<file path="config.mk">
export PLATFORM = sky130hd
export DESIGN_NAME = combi_sequencer
export DESIGN_NICKNAME = d
export VERILOG_FILES = /design/src/rtl/combi_sequencer.sv
export SDC_FILE = /design/constraint.sdc
export NUM_CORES = 1
export LEC_CHECK = 0
export CAP_MARGIN = 20
export CORE_MARGIN = 8
export CORE_UTILIZATION = 61
export DETAILED_ROUTE_END_ITERATION = 16
export DONT_BUFFER_PORTS = 1
export HOLD_SLACK_MARGIN = 0.02
export PLACE_DENSITY_LB_ADDON = 0.3
export SLEW_MARGIN = 20
export SYNTH_ARGS = -nofsm -noshare
export SYNTH_HDL_FRONTEND = slang
export SYNTH_SLANG_ARGS = --single-unit
</file>
<file path="constraint.sdc">
create_clock -name clk -period 1.9 [get_ports clk]
set_input_delay 0.38 -clock clk [delete_from_list [all_inputs] [get_ports clk]]
set_output_delay 0.38 -clock clk [all_outputs]
set_load 0.02 [all_outputs]
</file>
<file path="src/rtl/combi_sequencer.sv">
`default_nettype none
// ============================================================================
// Module      : combi_sequencer
// Description : Exhaustive sweep sequencer for combinational checks. Drives
//               every vector 0..2^INBITS-1 into a DUT/reference pair, with an
//               optional cooldown gap and a settle time per vector, then
//               compares the two outputs. Captures the first mismatch and
//               keeps a saturating mismatch count.
//               Build option: COMBI_SEQ_CONTINUE_EN
//                 undefined -> halt the sweep at the first mismatch
//                 defined   -> sweep all vectors and count every mismatch
// Revision    : 1.0 - initial release
// ============================================================================
module combi_sequencer #(
    parameter int INBITS   = 4,
    parameter int OUTBITS  = 1,
    parameter int COOLDOWN = 2,
    parameter int SETTLE   = 4,
    parameter int CNTW     = 16
) (
    input  logic               clk,
    input  logic               rst_n,
    input  logic               start,
    output logic [INBITS-1:0]  comp_in,
    output logic               drive_en,
    input  logic [OUTBITS-1:0] verify,
    input  logic [OUTBITS-1:0] comp_out,
    output logic               busy,
    output logic               done,
    output logic               pass,
    output logic [INBITS-1:0]  fail_in,
    output logic [OUTBITS-1:0] fail_expect,
    output logic [OUTBITS-1:0] fail_got,
    output logic [CNTW-1:0]    fail_count
);

    // Timer must hold the larger of the two per-vector phase lengths.
    localparam int TMAX = (COOLDOWN > SETTLE) ? COOLDOWN : SETTLE;
    localparam int TW   = $clog2(TMAX + 1);

    localparam logic [TW-1:0]     COOL_LOAD   = TW'(COOLDOWN);
    localparam logic [TW-1:0]     SETTLE_LOAD = TW'(SETTLE);
    localparam logic [TW-1:0]     TIMER_ONE   = TW'(1);
    localparam logic [INBITS-1:0] VEC_LAST    = '1;
    localparam logic [CNTW-1:0]   CNT_MAX     = '1;

`ifdef COMBI_SEQ_CONTINUE_EN
    localparam bit HALT_ON_FAIL = 1'b0;
`else
    localparam bit HALT_ON_FAIL = 1'b1;
`endif

    typedef enum logic [2:0] {
        ST_IDLE   = 3'd0,
        ST_COOL   = 3'd1,
        ST_SETTLE = 3'd2,
        ST_CHECK  = 3'd3,
        ST_DONE   = 3'd4
    } state_t;

    state_t            state;
    logic [INBITS-1:0] vec;
    logic [TW-1:0]     timer;
    logic              mismatch;

    // Only meaningful in CHECK, where comp_in has been stable for SETTLE cycles.
    assign mismatch = (comp_out != verify);

    // Sequencer FSM; all outputs are registered alongside the state.
    always_ff @(posedge clk or negedge rst_n) begin
        if (!rst_n) begin
            state       <= ST_IDLE;
            vec         <= '0;
            timer       <= '0;
            comp_in     <= '0;
            drive_en    <= 1'b0;
            busy        <= 1'b0;
            done        <= 1'b0;
            pass        <= 1'b0;
            fail_in     <= '0;
            fail_expect <= '0;
            fail_got    <= '0;
            fail_count  <= '0;
        end else begin
            case (state)
                ST_IDLE, ST_DONE: begin
                    if (start) begin
                        vec         <= '0;
                        done        <= 1'b0;
                        pass        <= 1'b0;
                        fail_in     <= '0;
                        fail_expect <= '0;
                        fail_got    <= '0;
                        fail_count  <= '0;
                        busy        <= 1'b1;
                        comp_in     <= '0;
                        if (COOLDOWN == 0) begin
                            state    <= ST_SETTLE;
                            timer    <= SETTLE_LOAD;
                            drive_en <= 1'b1;
                        end else begin
                            state    <= ST_COOL;
                            timer    <= COOL_LOAD;
                            drive_en <= 1'b0;
                        end
                    end
                end

                ST_COOL: begin
                    if (timer == TIMER_ONE) begin
                        state    <= ST_SETTLE;
                        timer    <= SETTLE_LOAD;
                        drive_en <= 1'b1;
                        comp_in  <= vec;
                    end else begin
                        timer <= timer - TIMER_ONE;
                    end
                end

                ST_SETTLE: begin
                    if (timer == TIMER_ONE) begin
                        state <= ST_CHECK;
                    end else begin
                        timer <= timer - TIMER_ONE;
                    end
                end

                ST_CHECK: begin
                    if (mismatch) begin
                        if (fail_count == '0) begin
                            fail_in     <= vec;
                            fail_expect <= verify;
                            fail_got    <= comp_out;
                        end
                        if (fail_count != CNT_MAX) begin
                            fail_count <= fail_count + 1'b1;
                        end
                    end
                    if ((vec == VEC_LAST) || (HALT_ON_FAIL && mismatch)) begin
                        state    <= ST_DONE;
                        busy     <= 1'b0;
                        done     <= 1'b1;
                        pass     <= !mismatch && (fail_count == '0);
                        drive_en <= 1'b0;
                        comp_in  <= '0;
                    end else begin
                        vec <= vec + 1'b1;
                        if (COOLDOWN == 0) begin
                            state    <= ST_SETTLE;
                            timer    <= SETTLE_LOAD;
                            drive_en <= 1'b1;
                            comp_in  <= vec + 1'b1;
                        end else begin
                            state    <= ST_COOL;
                            timer    <= COOL_LOAD;
                            drive_en <= 1'b0;
                            comp_in  <= '0;
                        end
                    end
                end

                default: begin
                    state <= ST_IDLE;
                end
            endcase
        end
    end

endmodule
`default_nettype wire

</file>
# Word-level counts from Yosys, hierarchy flattened

Cells that the tools add are included.

Flip-flop bits (word level): 40
Bits in latches: 0
Bits in writable memories: 0
ROM bits: 0
Input port bits: 5
Memories kept: 0

Add/subtract/negate cells: 3
Multipliers: 0
Div/mod/pow operators: 0
$lt $le $gt $ge: 0
Equal/unequal tests: 17
Shift-type cells: 0
Muxes and demuxes: 38
Bitwise gates (word level): 0
Reductions and logical operators: 16

Operators by type and width:

| cell                                                                  | count |
|---|---|
| 16-bit 2-to-1 mux                                                     | 3 |
| 16-bit case mux with 2 select lines                                   | 1 |
| 3-bit 2-to-1 mux                                                      | 8 |
| 3-bit case mux with 4 select lines                                    | 2 |
| 4-bit 2-to-1 mux                                                      | 5 |
| 2-bit inequality test, second input constant                          | 9 |
| 16-bit by 1-bit adder with 16-bit output, second input constant       | 1 |
| 16-bit logical NOT                                                    | 1 |
| 16-bit inequality test, second input constant                         | 1 |
| 4-bit case mux with 2 select lines                                    | 2 |
| 4-bit case mux with 3 select lines                                    | 1 |
| 3-bit AND reduction                                                   | 4 |
| 4-bit AND reduction                                                   | 3 |
| 1-bit 2-to-1 mux                                                      | 10 |
| 1-bit case mux with 2 select lines                                    | 5 |
| 3-bit by 1-bit equality test with 1-bit output, second input constant | 2 |
| 3-bit by 2-bit equality test with 1-bit output, second input constant | 2 |
| 4-bit by 1-bit adder with 4-bit output, second input constant         | 1 |
| 4-bit equality test, second input constant                            | 1 |
| 4-bit nonzero test                                                    | 1 |
| 3-bit equality test, second input constant                            | 1 |
| 3-bit logical NOT                                                     | 1 |
| 1-bit case mux with 3 select lines                                    | 1 |
| 3-bit nonzero test                                                    | 1 |
| other kinds (7)                                                       | 7 |

# Depth between registers and ports, before layout

Depth in word-level cells: 5
Mapped depth: 7

# Least setup slack after synthesis

No wires, ideal clock.

Path type: register to register
Start point: register fail_count[1]
End point: register fail_count[2]
Library setup time: 0.079 ns
Arrival time: 1.800 ns
Data required time: 1.821 ns
Setup slack: 0.021 ns
Cell stages (with the launch flop): 7
Cells stage by stage: dfrtp_1 -> ha_1 -> nand4_1 -> or4_4 -> buf_6 -> nand3_1 -> mux2i_1

Word-level cells in the longest chain between the ends: 4

RTL lines:

| what                                     | line | RTL |
|---|---|---|
| start: declaration                       | 34   | `output logic [CNTW-1:0] fail_count` |
| start signal: assignment                 | 136  | `fail_count <= fail_count + 1'b1;` |
| 16-bit by 1-bit adder with 16-bit output | 136  |  |
| 16-bit 2-to-1 mux                        | 135  | `if (fail_count != CNT_MAX) begin` |
| 16-bit 2-to-1 mux                        | 129  | `if (mismatch) begin` |
| 16-bit case mux with 2 select lines      | 85   | `case (state)` |

Several ways; a longest one is shown, not always the timed one. The select of a mux whose other input is x is not followed.
A chain may end at the register's enable or synchronous reset.

# Worst setup path in the final report

Start point: register fail_count[13]
End point: register fail_count[1]

Word-level cells in the longest chain between the ends: 3

RTL lines:

| what                            | line |
|---|---|
| 16-bit inequality test          | 135 |
| 2-bit inequality test (no line) | n/a |
| 4-bit AND reduction (no line)   | n/a |

Every way passes these cells.

==> metrics.md <==
| Metric | Value |
|---|---|
| Initial core utilization | between 60 and 70% |
| Crit start category | register |
| Final period util | between 90% and 100% |
| Vias in the first global route | around 1900 |
| Clk pwr share | 21.7% |
| Total GRT Usage | 19.9% |
| CTS root buf | clkbuf_8 |
| Die area | just under 6000 um2 |
| Combinational fraction of design power | 40.2% |
| Max-capacitance violation count | 0 |
| Final Hold Viols | 0 |
| WL final | approximately 6000 um |
| Nets@finish | around 290 |
| TritonRoute pass-1 iters | 4 |
| Final setup viols | 0 |
| Register bit total from synthesis | 40 |
| Slew @ Worst Pin | 0.654 ns |
| Post-synth EDFFs | 0 |
| NetSw | 1.27 mW |
| Wire length of the first global-routing pass | 9760 um |
| Warnings from Yosys | 0 |
| Final Skew | ~0.0063 ns |
| Total design power | around 3.2 mW |
| Worst-path maximum fanout | 6 |
| F_max | 532 MHz |
| Initial DRC count | slightly above 200 |
| Drc violations | 0 |
| Layout Area Growth over Synthesis | 20.7% |
| Tmin final | 1.88 ns |
| Peak supply drop | around 760 uV |
| CTS clk-pin slew, worst paths | roughly 0.080 ns |
| Post-synth cell types | 52 |
| Total CTS buffers | 5 |
| Io pins | 35 |
| Synth Instances | 244 |
| Worst-Skew Late Latency | around 0.3 ns |
| Hold slack | 0.217 ns |
| Ant. Diodes | 0 |
| Post-Syn Area per Cell | ~9.4 um2 |
| Final instance area | ~2800 um2 |
| CP max stage cell | dfrtp_1 |
| Grt ovf | 0 |
| Sequential element share of the synthesized area | 43.7% |
| Routed WL per cell | 18.4 um |
| Port Buffers | 0 |
| Number of vias per cell | about 6.3 |
| Mapped Area | approximately 2300 um2 |
| Worst EP arrival | roughly 2.1 ns |
| # fillers | around 280 |
| Clock sinks | 40 |
| Pwr Density | ~1200 nW/um2 |
| Seq pwr share | 38.1% |
| Antenna Violating Nets Remaining | 0 |
| Core area | 3630 um2 |
| Slowest stage delay, CP | just under 0.5 ns |
| Slew Viols, Final | 0 |
| Dpl hpwl | just over 4000 um |
| Largest net degree at the start of global routing | 41 |
| DR vias | approximately 2100 |
| Max transition margin | between 50% and 60% |
| TritonCTS clock tree | built |
| Pint | ~1.9 mW |
| Antenna violations before repair | 0 |
| Placer congestion estimate | a little under 1 |
| RSZ-0062 raised after global routing | true |
| Async set or reset register ratio after synthesis | 100% |
| Hold crit path type | in -> reg |
| Bufs on Longest Clock Path | 2 |
| Post-synth top flop | dfrtp_1 |
| Synth Net Count | 254 |
| Run status | completed |
| Setup crit end kind | register |
| Worst endpoint required time | 2.09 ns |
| Share of layout cells above drive strength 1 | between 20 and 25% |
| CTS H-tree lvls | 2 |
| # rows | 22 |
| Leak | 1.23 nW |
| Critical path class | reg -> reg |
| Placed cell area | 2540 um2 |
| Worst reg-to-reg setup slack | 0.02 ns |
| Chip Width | 77.3 um |
| Die Ht | between 70 and 80 um |
| Switching Share | 39.6% |
| CP cell instances | nand4_1 > buf_4 > nor4_2 > a21oi_1 > o21ai_0 |
per-layer routing:
| layer | part of all wire (%) | vias to the layer above | global-route usage [%] |
|---|---|---|---|
| li1 | - | 965 | - |
| met1 | 42 | 1014 | 25.7 |
| met2 | 47 | 94 | 31.0 |
| met3 | 9.6 | 7 | 6.18 |
| met4 | 0.89 | 0 | 6.04 |
| met5 | 0 | - | 0 |
cells in the mapped netlist, types with 2 or more instances:
master | n | area (um2)
nor2_1 | 15 | 56.3
nand4_1 | 8 | 50.1
a31oi_1 | 3 | 18.8
mux2i_1 | 13 | 130
a22o_1 | 5 | 43.8
o22ai_1 | 3 | 18.8
and3_1 | 3 | 18.8
clkbuf_1 | 4 | 15.0
and4_1 | 2 | 17.5
o21ai_0 | 8 | 40.0
nand2b_1 | 10 | 62.6
a21oi_1 | 8 | 40.0
a211o_1 | 2 | 17.5
o31ai_1 | 2 | 15.0
o21ai_2 | 2 | 17.5
o311ai_0 | 2 | 17.5
nand3_1 | 10 | 50.1
dfrtp_1 | 40 | 1000
inv_1 | 14 | 52.6
o211ai_1 | 2 | 15.0
nor4_1 | 7 | 43.8
or4_1 | 3 | 22.5
ha_1 | 5 | 62.6
nand2_1 | 28 | 105
o41ai_1 | 2 | 17.5
a21o_1 | 2 | 15.0
buf_2 | 6 | 30.0
nor3_1 | 8 | 40.0
nand3b_1 | 2 | 15.0
nand4b_1 | 2 | 17.5
xnor2_1 | 2 | 17.5
repair_timing:
item / in CTS / in global routing
hold buffers: 2 / 0
cloned: 0 / 1
buffers inserted: 0 / 3
pin swaps: 2 / 5
gates resized for setup: 1 / 10
setup endpoints to repair: 4 / 18
endpoints found under the hold margin: 40 / 0
area by class of cell:
type	count	area [um2]	share of cell area, %
multi-input combinational	179	1230	44.4
sequential	40	1000	36.3
timing repair buffer	39	308	11.1
clock buffer	5	68.8	2.49
tap	48	60.1	2.17
inverter	14	52.6	1.90
clock inverter	3	42.5	1.54
metrics by stage:
step	setup slack, ns	utilization [%]	setup TNS [ns]	std cells
after global routing	-0.0858	76.0	-0.216	328
after floorplan	0.0207	-	0	244
after CTS	-0.0192	73.9	-0.0399	324
after global placement	0.0683	69.9	0	314
final	0.0194	76.0	0	328
after detailed placement	0.0198	69.9	0	314
layout by cell type, fill, tap and decap left out, drive strengths merged, types with 2 or more instances in the layout:
cell type  instances
a31oi              3
a211o              2
a22o               5
o41ai              2
and4               2
ha                 5
o22ai              3
nand2             28
inv               14
dfrtp             40
a31o               2
or4                5
a21o               2
o21ai             11
o31ai              2
o311ai             2
nand3b             2
nand2b            10
xnor2              2
o211ai             2
nand4b             2
nor3               8
nand4              9
nor4               7
and3               3
nand3             10
buf               38
a21oi              9
clkbuf             5
nor2              15
mux2i             13
critical path: cells and delay by family, from the launching register on:
kind | cells | cell delay [ns]
buffers and inverters | 1 | 0.22
DFF | 1 | 0.49
and+or+nand+nor | 2 | 0.63
AOI/OAI and AO/OA | 2 | 0.43
state kept, by name, summed over array words and instances (netlist names):
name	flops
busy	1
comp_in	4
done	1
drive_en	1
fail_count	16
fail_expect	1
fail_got	1
fail_in	4
pass	1
state	3
timer	3
vec	4
logic make-up after synthesis:
kind of cell	Yosys count	synth area share [%]
XOR/XNOR	3	1.15
AO/OA/AOI/OAI	49	15.4
adder cells (fa/ha/maj)	5	2.73
multiplexers	14	6.18
AND/OR/NAND/NOR	107	25.7
buffers and inverters	26	5.08
flip-flops	40	43.7
worst paths after layout:
check                                     from       endpoint  cells after the start
worst min register to register   fail_count[5]  fail_count[5]                      1
worst max register to register  fail_count[13]  fail_count[1]                      5
worst min-delay path                  comp_out       fail_got                      2
min in group asynchronous                rst_n       drive_en                      2
worst max-delay path            fail_count[13]  fail_count[1]                      5
max in group asynchronous                rst_n  fail_count[1]                      2
power by group through the flow:
| stage | Combinational [mW] | Sequential, mW | Clock, mW |
|---|---|---|---|
| floorplan | 0.853 | 1.21 | 0 |
| global placement | 1.15 | 1.23 | 0 |
| detailed placement | 1.18 | 1.23 | 0 |
| CTS | 1.23 | 1.22 | 0.709 |
| global route | 1.41 | 1.25 | 0.735 |
| finish | 1.29 | 1.22 | 0.697 |
No activity file was read; power rests on OpenSTA's default activity.
